**src/rtl/batch_scheduler_if.sv**
```systemverilog
// Sample-in / replay-out bundle of the batch scheduler.
// Handshake: in_valid is a single-cycle strobe with no ready. The scheduler
// accepts every strobed sample; a batch that cannot be processed is reported
// through the sticky overflow flag instead of backpressure. rec_en and
// out_valid are likewise pure strobes qualifying sel and out_idx.
interface batch_scheduler_if #(
  parameter int N     = 3,
  parameter int DEPTH = 32
);
  localparam int IW = $clog2(DEPTH);

  logic [N-1:0]  in;
  logic          in_valid;
  logic [N-1:0]  sel;
  logic          rec_en;
  logic          rec_clear;
  logic          pass;
  logic          busy;
  logic          out_valid;
  logic [IW-1:0] out_idx;
  logic          overflow;

  // Sample source / result consumer side
  modport master (
    output in, in_valid,
    input  sel, rec_en, rec_clear, pass, busy, out_valid, out_idx, overflow
  );

  // Scheduler side
  modport slave (
    input  in, in_valid,
    output sel, rec_en, rec_clear, pass, busy, out_valid, out_idx, overflow
  );
endinterface

```
**src/rtl/batch_scheduler.sv**
```systemverilog
// Batch scheduler: ping-pong sample banks replayed backwards into the
// LUT/recursion datapath, with latency-aligned out_valid/out_idx.
// Optional forward pass after the backward pass: define BATCH_FWD_PASS_EN.
module batch_scheduler #(
  parameter int N     = 3,
  parameter int DEPTH = 32,
  parameter int LAT   = 2
) (
  input  logic               clk,
  input  logic               rst,
  batch_scheduler_if.slave   bus,
  output logic [1:0]         o_dbg_state
);
  localparam int IW = $clog2(DEPTH);

  typedef enum logic [1:0] {
    S_IDLE = 2'd0,
    S_BWD  = 2'd1,
    S_FWD  = 2'd2
  } state_t;

  state_t        r_state;
  logic [IW-1:0] r_wr_ptr;
  logic [IW-1:0] r_rd_ptr;
  logic          r_wr_bank;
  logic          r_rd_bank;
  logic [N-1:0]  r_mem [2*DEPTH];

  logic [N-1:0]  r_sel;
  logic [IW-1:0] r_idx;
  logic          r_rec_en;
  logic          r_rec_clear;
  logic          r_pass;
  logic          r_overflow;

  logic          w_full;
  logic          w_last_read;
  logic          w_free;
  logic          w_handoff;

  // The write that lands in the last slot of the write bank completes a batch
  assign w_full = bus.in_valid && (r_wr_ptr == IW'(DEPTH - 1));

  // The final read of the last pass frees the processor at that same edge
`ifdef BATCH_FWD_PASS_EN
  assign w_last_read = (r_state == S_FWD) && (r_rd_ptr == IW'(DEPTH - 1));
`else
  assign w_last_read = (r_state == S_BWD) && (r_rd_ptr == '0);
`endif
  assign w_free    = (r_state == S_IDLE) || w_last_read;
  assign w_handoff = w_full && w_free;

  // Sample storage; bank contents need no reset
  always_ff @(posedge clk) begin
    if (bus.in_valid) r_mem[{r_wr_bank, r_wr_ptr}] <= bus.in;
  end

  // Write pointer/bank control, overflow flag and the replay FSM
  always_ff @(posedge clk) begin
    if (!rst) begin
      r_state     <= S_IDLE;
      r_wr_ptr    <= '0;
      r_rd_ptr    <= '0;
      r_wr_bank   <= 1'b0;
      r_rd_bank   <= 1'b0;
      r_sel       <= '0;
      r_idx       <= '0;
      r_rec_en    <= 1'b0;
      r_rec_clear <= 1'b0;
      r_pass      <= 1'b0;
      r_overflow  <= 1'b0;
    end else begin
      r_rec_en    <= 1'b0;
      r_rec_clear <= 1'b0;
      r_pass      <= 1'b0;

      if (bus.in_valid) begin
        // DEPTH is a power of two, so the pointer wraps naturally
        r_wr_ptr <= r_wr_ptr + 1'b1;
        if (w_full) begin
          if (w_free) begin
            r_wr_bank <= ~r_wr_bank;
            r_rd_bank <= r_wr_bank;
          end else begin
            // Keep writing the same bank; the batch in flight is untouched
            r_overflow <= 1'b1;
          end
        end
      end

      case (r_state)
        S_IDLE: begin
          if (w_handoff) begin
            r_state  <= S_BWD;
            r_rd_ptr <= IW'(DEPTH - 1);
          end
        end
        S_BWD: begin
          r_sel       <= r_mem[{r_rd_bank, r_rd_ptr}];
          r_idx       <= r_rd_ptr;
          r_rec_en    <= 1'b1;
          r_rec_clear <= (r_rd_ptr == IW'(DEPTH - 1));
          r_rd_ptr    <= r_rd_ptr - 1'b1;
          if (r_rd_ptr == '0) begin
            if (w_handoff) begin
              r_state  <= S_BWD;
              r_rd_ptr <= IW'(DEPTH - 1);
            end else begin
`ifdef BATCH_FWD_PASS_EN
              r_state  <= S_FWD;
              r_rd_ptr <= '0;
`else
              r_state  <= S_IDLE;
`endif
            end
          end
        end
`ifdef BATCH_FWD_PASS_EN
        S_FWD: begin
          r_sel       <= r_mem[{r_rd_bank, r_rd_ptr}];
          r_idx       <= r_rd_ptr;
          r_rec_en    <= 1'b1;
          r_rec_clear <= (r_rd_ptr == '0);
          r_pass      <= 1'b1;
          r_rd_ptr    <= r_rd_ptr + 1'b1;
          if (r_rd_ptr == IW'(DEPTH - 1)) begin
            if (w_handoff) begin
              r_state  <= S_BWD;
              r_rd_ptr <= IW'(DEPTH - 1);
            end else begin
              r_state  <= S_IDLE;
            end
          end
        end
`endif
        default: r_state <= S_IDLE;
      endcase
    end
  end

  // Align valid/index with the datapath latency
  generate
    if (LAT == 0) begin : g_nolat
      assign bus.out_valid = r_rec_en;
      assign bus.out_idx   = r_idx;
    end else begin : g_lat
      logic [LAT-1:0] r_dly_v;
      logic [IW-1:0]  r_dly_i [LAT];

      // Shift register cleared on reset so no stale strobes survive an abort
      always_ff @(posedge clk) begin
        if (!rst) begin
          r_dly_v <= '0;
          for (int i = 0; i < LAT; i++) r_dly_i[i] <= '0;
        end else begin
          r_dly_v[0] <= r_rec_en;
          r_dly_i[0] <= r_idx;
          for (int i = 1; i < LAT; i++) begin
            r_dly_v[i] <= r_dly_v[i-1];
            r_dly_i[i] <= r_dly_i[i-1];
          end
        end
      end

      assign bus.out_valid = r_dly_v[LAT-1];
      assign bus.out_idx   = r_dly_i[LAT-1];
    end
  endgenerate

  assign bus.sel       = r_sel;
  assign bus.rec_en    = r_rec_en;
  assign bus.rec_clear = r_rec_clear;
  assign bus.pass      = r_pass;
  assign bus.busy      = (r_state != S_IDLE);
  assign bus.overflow  = r_overflow;
  assign o_dbg_state   = r_state;
endmodule

```
**src/flat_wrapper.sv**
```systemverilog
// flat-port wrapper written by rule: the top's interface ports become plain ports
module batch_scheduler_flat 
#(
  parameter int N     = 3,
  parameter int DEPTH = 32,
  parameter int LAT   = 2
)
  (clk, rst, o_dbg_state, bus_in, bus_in_valid, bus_sel, bus_rec_en, bus_rec_clear, bus_pass, bus_busy, bus_out_valid, bus_out_idx, bus_overflow);
  batch_scheduler_if #(.N(N), .DEPTH(DEPTH)) bus_i ();
  input  logic clk;
  input  logic rst;
  output logic [1:0] o_dbg_state;
  input wire logic [$bits(bus_i.in)-1:0] bus_in;
  input wire logic [$bits(bus_i.in_valid)-1:0] bus_in_valid;
  output wire logic [$bits(bus_i.sel)-1:0] bus_sel;
  output wire logic [$bits(bus_i.rec_en)-1:0] bus_rec_en;
  output wire logic [$bits(bus_i.rec_clear)-1:0] bus_rec_clear;
  output wire logic [$bits(bus_i.pass)-1:0] bus_pass;
  output wire logic [$bits(bus_i.busy)-1:0] bus_busy;
  output wire logic [$bits(bus_i.out_valid)-1:0] bus_out_valid;
  output wire logic [$bits(bus_i.out_idx)-1:0] bus_out_idx;
  output wire logic [$bits(bus_i.overflow)-1:0] bus_overflow;
  assign bus_i.in = bus_in;
  assign bus_i.in_valid = bus_in_valid;
  assign bus_sel = bus_i.sel;
  assign bus_rec_en = bus_i.rec_en;
  assign bus_rec_clear = bus_i.rec_clear;
  assign bus_pass = bus_i.pass;
  assign bus_busy = bus_i.busy;
  assign bus_out_valid = bus_i.out_valid;
  assign bus_out_idx = bus_i.out_idx;
  assign bus_overflow = bus_i.overflow;
  batch_scheduler #(.N(N), .DEPTH(DEPTH), .LAT(LAT)) u_core (.clk(clk), .rst(rst), .bus(bus_i), .o_dbg_state(o_dbg_state));
endmodule
```
**config.mk**
```make
export PLATFORM = sky130hd
export DESIGN_NAME = batch_scheduler_flat
export DESIGN_NICKNAME = d
export VERILOG_FILES = /design/src/rtl/batch_scheduler_if.sv /design/src/rtl/batch_scheduler.sv /design/src/flat_wrapper.sv
export SDC_FILE = /design/constraint.sdc
export NUM_CORES = 1
export LEC_CHECK = 0
export BUFFER_PORTS_ARGS = -buffer_cell sky130_fd_sc_hd__buf_2
export CAP_MARGIN = 25
export CORE_MARGIN = 4
export CORE_UTILIZATION = 39
export DETAILED_ROUTE_END_ITERATION = 8
export GPL_TIMING_DRIVEN = 0
export PLACE_DENSITY = 0.56
export SLEW_MARGIN = 5
export SYNTH_ARGS = -nofsm -noshare
export SYNTH_HDL_FRONTEND = slang
export SYNTH_SLANG_ARGS = --single-unit
```
**constraint.sdc**
```tcl
create_clock -name clk -period 2.85 [get_ports clk]
set_input_delay 0.285 -clock clk [delete_from_list [all_inputs] [get_ports clk]]
set_output_delay 0.285 -clock clk [all_outputs]
set_load 0.1 [all_outputs]
```
==> results.md <==
- Status: finished clean
- Area share of fa/ha/maj cells after synthesis: 0.540%
- CTS clock-pin slew for the worst setup and hold paths: 70 ps
- Hold buffers post-CTS: 0
- Complex-gate fraction of the synthesized area: 3.56%
- Final core area utilization: 45.3%
- Die width: 162 microns
- Initial Util: 39.6%
- Hold WC Path Type: in2reg
- CP max stage delay: 430 ps
- Crit Path Max Fanout: 25
- Simple-Gate Fraction of Synth Area: 9.16%
- CP max-delay cell: buf_2
- Skew-Pair Late Insertion Delay: 530 ps
- # DRC: 0
- Initial antenna violation count: 0
- Relative slew slack: 54.1%
- Final WL: 21.9 mm
- Proportion of power drawn by the clock network: 45.1%
- Fin crit period: 2660 ps
- Yosys warns: 0
- Most frequent cell after synthesis: edfxtp_1
- Core Box Area: 23400 sq um
- Gr ovfl total: 0
- Pwr Density: 645 nW/um^2
- Multiplexer share of the synthesized area: 13.5%
- Ports: 22
- Post-Syn Instances: 570
- Xor/xnor share of the synthesized area: 0.378%
- Area grow syn2layout: 14.3%
- Cell family with most CP delay: buffers and inverters
- Final Hold Vio Count: 0
- Dpl ws: 31.6 ps
- NetSw: 1.37 mW
- FF+latch area: 6490 sq um
- GP Congestion: 0.869
- Maxcap violations: 0
- Vias per Instance: 5.37
- Post-synth EDFFs: 192
- Wire per inst: 22.9 microns
- CTS tree: done
- Multi-input logic area: 2520 sq um
- Top cells by count, synth: edfxtp_1, nor2_1, dfxtp_1, mux4_2, mux2i_1
- Buffer depth of the longest clock path: 3
- WP data arrival: 3080 ps
- Worst-margin pin slew: 688 ps
- Slew Viols, Final: 0
- Num Clock Sinks: 228
- Overall power: 6.84 mW
- Clock root buffer: clkbuf_16
- Final Skew: 14.3 ps
- Sequential area share after synthesis: 69.9%
- Layout Nets: 627
- Async SR Flop Fraction: 0%
- Fmax: 376 MHz
- Worst-path cell chain: buf_4 > buf_4 > buf_2 > mux4_2 > a21oi_1 > o211ai_1 > a32o_1
- Main synth FF type: edfxtp_1
- Area after DPL: 9800 sq um
- DPL Wire Length: 14.8 mm
- Switching Fraction: 20.1%
- Setup ws final: 191 ps
- Non-filler cells, final: 953
- Mean post-synth cell area: 16.3 sq um
- Total track usage: 16.7%
- Die area: 26300 sq um
- Vias: 5115
- Initial DRC count: 511
- Tcrit/Tclk final: 93.3%
- PortBufs: 19
- Post-route cell area: 10600 sq um
- CP Class: reg2reg
- Drt pass-1 iters: 5
- Top cell type's share of synthesized area: 62.2%
- Critical path capture point type: register
- RSZ-0062 raised after global routing: no
- Fill cells: 2073
- Netlist Area Pre-Place: 9270 sq um
- Synth area leaders: edfxtp_1, mux4_2, dfxtp_1
- Sequential power share: 53.0%
- Crit path required time: 3270 ps
- Seq cells post-synth: 228
- Setup Buffers After CTS: 0
- Power share of the combinational group: 1.9%
- Row cnt: 56
- Largest net degree at the start of global routing: 65
- Setup crit start kind: register
- Final setup fails: 0
- Leak: 3.37 nW
- First-pass GRT wire length: 32.9 mm
- WHS: 68.1 ps
- Num CTS Buffers: 24
- Final TNS setup: 0 ps
- Share of layout cells above drive strength 1: 19.7%
- VDD IR max: 0.355 mV
- Diode count: 0
- Post-synthesis cell type count: 56
- Buffers & Inverters on Critical Path: 3
- Antenna viol nets, final: 0
- Largest area contributor in the netlist: edfxtp_1
- Internal power: 5.46 mW
- Inst Count DP: 910
- H-tree Lvls: 1
- Vias in the first global route: 5223
- Die Y: 162 microns
- Critical path's most frequent cell: buf_4
- Largest family of logic cells by synthesized area: multiplexers
[layout by cell type, fill, tap and decap left out, types with 3 or more instances in the layout]
cell / n
edfxtp_1: 192
nor2_1: 65
dfxtp_1: 36
mux4_2: 35
mux2i_1: 27
nand2_1: 24
buf_2: 24
clkbuf_16: 24
clkbuf_1: 21
and2_1: 20
nor2b_1: 18
buf_4: 15
nor3_1: 10
nand4_1: 8
nand3_1: 8
mux4_1: 6
a21oi_1: 6
clkinv_1: 6
o21a_1: 5
inv_1: 4
o221ai_1: 4
clkinv_2: 4
buf_12: 3
mux2_2: 3
o211ai_1: 3
o22ai_1: 3
a211o_1: 3
ha_1: 3
bufinv_16: 3
[worst paths after layout]
path                                    from                    endpoint  slack (ps)  cells past startpoint
setup / recovery          u_core.r_rd_ptr[1]           u_core.bus.sel[1]         190                      7
hold / removal                           rst          u_core.r_wr_ptr[3]          70                      2
setup reg to reg          u_core.r_rd_ptr[1]           u_core.bus.sel[1]         190                      7
hold reg to reg   u_core.g_lat.r_dly_i[0][3]  u_core.g_lat.r_dly_i[0][8]         440                      1
[per-layer routing]
layer	part of all wire, %	track usage (%)
met1	44	23.8
met2	46	26.4
met3	7.8	3.60
met4	2.2	4.23
met5	0	0
[power by group through the flow]
stage | clock, mW | combinational (mW) | sequential [mW]
after floorplan | 0 | 0.0545 | 3.69
after global placement | 0 | 0.117 | 3.69
after detailed placement | 0 | 0.127 | 3.69
after CTS | 3.14 | 0.126 | 3.62
after global routing | 3.27 | 0.143 | 3.62
final | 3.08 | 0.132 | 3.62
[timing repair]
item,in CTS,in global routing
gates resized for setup,0,2
setup endpoints to repair,0,2
endpoints found under the hold margin,0,0
[registers in the layout, indices dropped and copies added, names as in the netlist]
name                  flops
u_core.bus.rec_en         1
u_core.bus.rec_clear      1
u_core.r_rd_bank          1
u_core.bus.overflow       1
u_core.g_lat.r_dly_v      2
u_core.r_rd_ptr           5
u_core.r_wr_bank          1
u_core.r_wr_ptr           5
u_core.o_dbg_state        1
u_core.r_idx              5
u_core.r_mem            192
u_core.g_lat.r_dly_i     10
u_core.bus.sel            3
[logic make-up (layout without fill, tap and decap cells)]
logic type,Yosys count,after routing
AO/OA/AOI/OAI,43,43
multiplexers,71,71
buffers and inverters,48,111
AND/OR/NAND/NOR,171,171
other,1,2
XOR/XNOR,4,4
flip-flops,228,228
adder cells (fa/ha/maj),4,4
[final cells by class]
class / instances / share of cell area (%)
well taps: 319 / 3.76
inverters: 5 / 0.177
repair buffers: 22 / 1.53
clock inverters: 15 / 1.47
flip-flops and latches: 228 / 61.2
clock buffers: 28 / 5.81
plain buffers: 41 / 2.27
multi-input cells: 295 / 23.8
No activity file was read; power rests on OpenSTA's default activity.
